`src/rtl/csa3_resolver.sv`:
```
// Resolves three weighted partial-product rows (x1, x2, x4) into one binary word:
// a single 3:2 carry-save level, then a chunked ripple add over NCHUNK cycles.
module csa3_resolver #(
    parameter int WIDTH = 64,
    parameter int CHUNK = 16
) (
    input  logic             clk,
    input  logic             rst,
    input  logic             in_valid,
    output logic             in_ready,
    input  logic [WIDTH-1:0] S1,
    input  logic [WIDTH-1:0] S2,
    input  logic [WIDTH-1:0] S3,
    output logic             out_valid,
    input  logic             out_ready,
    output logic [WIDTH-1:0] P,
    output logic             busy
);

    localparam int NCHUNK = WIDTH / CHUNK;
    localparam int IDXW   = (NCHUNK > 1) ? $clog2(NCHUNK) : 1;

    typedef enum logic [1:0] {
        ST_IDLE = 2'd0,
        ST_CSA  = 2'd1,
        ST_ADD  = 2'd2,
        ST_DONE = 2'd3
    } state_t;

    state_t            r_state;
    state_t            w_state_nxt;
    logic [WIDTH-1:0]  r_a;
    logic [WIDTH-1:0]  r_b;
    logic [WIDTH-1:0]  r_c;
    logic [WIDTH-1:0]  r_x;
    logic [WIDTH-1:0]  r_y;
    logic [WIDTH-1:0]  r_p;
    logic [IDXW-1:0]   r_idx;
    logic              r_carry;
    logic [CHUNK-1:0]  w_xc;
    logic [CHUNK-1:0]  w_yc;
    logic [CHUNK:0]    w_sum;
    logic              w_accept;
    logic              w_last;

    assign in_ready  = (r_state == ST_IDLE);
    assign out_valid = (r_state == ST_DONE);
    assign busy      = (r_state != ST_IDLE);
    assign P         = r_p;
    assign w_accept  = in_valid && (r_state == ST_IDLE);
    assign w_last    = (r_idx == IDXW'(NCHUNK - 1));

    always_ff @(posedge clk or posedge rst) begin
        if (rst) r_state <= ST_IDLE;
        else     r_state <= w_state_nxt;
    end

    always_comb begin
        w_state_nxt = r_state;
        case (r_state)
            ST_IDLE: if (in_valid)  w_state_nxt = ST_CSA;
            ST_CSA:                 w_state_nxt = ST_ADD;
            ST_ADD:  if (w_last)    w_state_nxt = ST_DONE;
            ST_DONE: if (out_ready) w_state_nxt = ST_IDLE;
            default:                w_state_nxt = ST_IDLE;
        endcase
    end

    // Chunk select by decode keeps every part-select index constant.
    always_comb begin
        w_xc = '0;
        w_yc = '0;
        for (int k = 0; k < NCHUNK; k++) begin
            if (r_idx == IDXW'(k)) begin
                w_xc = r_x[k*CHUNK +: CHUNK];
                w_yc = r_y[k*CHUNK +: CHUNK];
            end
        end
    end

    assign w_sum = {1'b0, w_xc} + {1'b0, w_yc} + {{CHUNK{1'b0}}, r_carry};

    always_ff @(posedge clk or posedge rst) begin
        if (rst) begin
            r_a     <= '0;
            r_b     <= '0;
            r_c     <= '0;
            r_x     <= '0;
            r_y     <= '0;
            r_p     <= '0;
            r_idx   <= '0;
            r_carry <= 1'b0;
        end else begin
            case (r_state)
                ST_IDLE: begin
                    if (w_accept) begin
                        r_a <= S1;
                        r_b <= S2 << 1;
                        r_c <= S3 << 2;
                    end
                end
                ST_CSA: begin
                    r_x     <= r_a ^ r_b ^ r_c;
                    r_y     <= ((r_a & r_b) | (r_a & r_c) | (r_b & r_c)) << 1;
                    r_idx   <= '0;
                    r_carry <= 1'b0;
                end
                ST_ADD: begin
                    for (int k = 0; k < NCHUNK; k++) begin
                        if (r_idx == IDXW'(k)) r_p[k*CHUNK +: CHUNK] <= w_sum[CHUNK-1:0];
                    end
                    r_carry <= w_sum[CHUNK];
                    if (!w_last) r_idx <= r_idx + IDXW'(1);
                end
                default: ;
            endcase
        end
    end

endmodule

```
`config.mk`:
```
export PLATFORM = sky130hd
export DESIGN_NAME = csa3_resolver
export DESIGN_NICKNAME = d
export VERILOG_FILES = /design/src/rtl/csa3_resolver.sv
export SDC_FILE = /design/constraint.sdc
export NUM_CORES = 1
export LEC_CHECK = 0
export CORE_MARGIN = 2
export CORE_UTILIZATION = 30
export CTS_BUF_LIST = sky130_fd_sc_hd__clkbuf_4 sky130_fd_sc_hd__clkbuf_8
export DETAILED_ROUTE_END_ITERATION = 10
export PLACE_DENSITY = 0.51
export SKIP_CTS_REPAIR_TIMING = 1
export SLEW_MARGIN = 20
export SYNTH_ARGS = -nofsm -noshare
export SYNTH_HDL_FRONTEND = slang
export SYNTH_SLANG_ARGS = --single-unit
```
`constraint.sdc`:
```
create_clock -name clk -period 25.9 [get_ports clk]
set_clock_uncertainty 0.1 [all_clocks]
set_input_delay 7.77 -clock clk [delete_from_list [all_inputs] [get_ports clk]]
set_output_delay 7.77 -clock clk [all_outputs]
set_load 0.03 [all_outputs]
```
==> results.py <==
metrics = {
    "synth": {
        "synth-edff-count": 0,
        "synth_ff_type": "dfrtp_1",
        "synth_cells": 1380,
        "synthArstFlopShare_pct": 100,
        "ys_seq_area_share_pct": 53.8,
        "syn_area_um2": 17900,
        "synth_nets": 1663,
        "synth.distinct_cells": 51,
        "avgSynthCellArea_um2": 13.0,
        "ys_ff_latch": 384,
        "synth_warnings": 0,
    },
    "worst_setup_path": {
        "criticalPathCategory": "input pin to asynchronous set/reset pin",
        "required_ps": 26430,
        "ff2ff_path_depth": 14,
        "slowest_stage": "buf_4",
        "cp.arrival_ps": 11460,
        "crit_chain": "clkdlybuf4s50_1 > inv_8 > buf_4 > buf_4 > buf_4",
        "cp_max_fo": 99,
        "slowest_delay_ps": 850,
        "crit_path_end_kind": "asynchronous set/reset pin",
        "crit_path_frequent_cell": "buf_4",
        "start_kind": "input pin",
    },
    "floorplan": {
        "num_rows": 89,
        "die_area_um2": 61600,
        "core_um2": 59000,
        "die_x_um": 248,
        "ios": 263,
        "initial_core_util_pct": 30.3,
        "die_y_um": 248,
    },
    "final_layout": {
        "drive_above_1_share_pct": 28.5,
        "area_delta_synth_final_pct": 28.2,
        "final_nets": 1926,
        "layout_common_cells": "384 x dfrtp_1, 319 x mux2_2, 259 x clkdlybuf4s50_1, 140 x nand2_1, 101 x clkbuf_8",
        "fin_util_pct": 38.8,
        "layout_commonest_cell": "dfrtp_1",
    },
    "global_routing": {
        "grt_overflow_total": 0,
        "antenna_found_initial": 4,
        "grt_pass1_vias": 12400,
        "grt_pass1_wl_um": 74300,
        "grt_max_degree": 100,
        "grtUsageTotal_pct": 16.2,
    },
    "place": {
        "hpwlAfterDp_um": 36100,
        "place.gp.congestion": 0.814,
        "port_buffers": 259,
    },
    "power": {
        "switching_share_pct": 39.9,
        "pwr-share-seq_pct": 33.0,
        "p_clk_share_pct": 19.9,
        "p_int_mw": 2.03,
        "p_per_area_nw_per_um2": 148,
        "leakagePower_nw": 9.51,
        "combPwrFrac_pct": 47.0,
        "p_switching_mw": 1.35,
        "ir_drop_uv": 73.7,
    },
    "route": {
        "drt_iter0_drc": 626,
        "first_pass_iters": 7,
        "met3_length_um": 3080,
        "antenna_left": 0,
        "vias": 11800,
        "drt-met1-wl_um": 21700,
        "wl_met2_um": 23800,
        "via_per_inst": 4.79,
        "drc_errors": 0,
        "top_layer": "met5",
        "finalWirelength_um": 49600,
        "routedWlPerCell_um": 20.1,
    },
    "sta": {
        "fin_setup_tns_ps": 0,
        "tightest_slew_ps": 1000,
        "setup_viol": 0,
        "fin_crit_ps": 10930,
        "rsz0062_at_grt": "false",
        "maxSlewViolCount": 0,
        "fmax_ghz": 0.0915,
        "hold_violations": 0,
        "slew-limit-headroom_pct": 33.3,
        "fin_crit_sh_pct": 42.2,
    },
    "clocking": {
        "tritoncts": "yes",
        "cts.sinks": 384,
        "cts_buffers": 74,
        "htreeDepth": 3,
        "clk_pin_slew_ps": 50,
        "clk_path_buf_depth": 3,
        "clockRootBuffer": "clkbuf_8",
        "clk_latency_ps": 650,
    },
    "min_path": {
        "hp-class": "register to register",
        "hold_depth": 2,
    },
    "job": {
        "drv_cap": 0,
    },
    "outcome": {
        "outcome": "completed",
    },
}
cell families after synthesis:
group,synth area share [%]
and+or+nand+nor,7.51
muxes,20.5
DFF,53.8
xor gates and xnor gates,0.196
AOI/OAI and AO/OA,7.03
adders and majority gates,8.74
buffers and inverters,2.23
per-stage QoR:
stage	std cells	setup slack, ps	hold slack (ps)	cell area, µm²	total power, mW
after floorplan	1380	7360	374	17900	2.11
after detailed placement	2340	14090	369	21200	2.75
after CTS	2472	14800	383	22900	3.44
final	2475	14970	378	22900	3.38
after global routing	2472	14400	412	22900	3.63
after global placement	2340	14160	364	21200	2.71
worst max-delay path, delay by kind of cell:
family,cells,cell delay [ps]
buffers and inverters,5,3410
power by group through the flow:
stage	registers (mW)	logic, mW	clock network [mW]
final	1.12	1.59	0.675
after CTS	1.12	1.62	0.698
after global routing	1.16	1.74	0.728
after global placement	1.12	1.59	0
after detailed placement	1.13	1.61	0
after floorplan	1.15	0.958	0
final timing paths:
| path | start | endpoint | slack, ps |
|---|---|---|---|
| max in group clk | r_state[1] | in_ready | 15770 |
| setup reg to reg | r_idx[0] | P[10] | 21350 |
| setup / recovery | rst | r_c[4] | 14970 |
| min in group asynchronous | rst | r_a[33] | 7530 |
| hold reg to reg | P[48] | P[48] | 380 |
| hold / removal | P[48] | P[48] | 380 |
synthesized netlist by cell type (5+ instances only):
cell type | count | share of area (%)
a21oi_1 | 75 | 2.1
dfrtp_1 | 384 | 54
nand3b_1 | 31 | 1.3
a211o_1 | 8 | 0.39
inv_1 | 13 | 0.27
and2_1 | 7 | 0.24
ha_1 | 24 | 1.7
buf_1 | 14 | 0.29
nor2_1 | 16 | 0.34
nor3_1 | 8 | 0.22
mux2i_1 | 8 | 0.45
nand2b_1 | 10 | 0.35
clkbuf_1 | 47 | 0.99
o21a_1 | 7 | 0.29
nand3_1 | 35 | 0.98
o31ai_1 | 16 | 0.67
buf_2 | 22 | 0.62
a22oi_1 | 5 | 0.21
nand4_1 | 9 | 0.31
o21ai_0 | 60 | 1.7
fa_1 | 63 | 7.1
and3_1 | 6 | 0.21
mux2_2 | 319 | 20
nand2_1 | 144 | 3.0
sequential cells by signal, indices dropped and copies added (netlist names):
register and cells:
P 64, r_a 64, r_x 64, r_b 63, r_c 62, r_y 62
r_idx 2, r_state 2, r_carry 1
metal layers:
metal,global-route usage (%),vias up
met4,5.34,2
met2,26.6,340
met3,3.78,69
met1,21.2,6019
li1,-,5417
met5,0,-
area by class of cell:
| cell class | count | area [µm²] |
|---|---|---|
| timing repair buffer | 271 | 2690 |
| sequential | 384 | 9610 |
| inverter | 13 | 56.3 |
| multi-input combinational | 899 | 7900 |
| clock buffer | 120 | 1530 |
| antenna | 3 | 7.51 |
| fill | 5694 | 36100 |
| tap | 773 | 967 |
| clock inverter | 12 | 156 |
(Power assumes the default switching activity.)
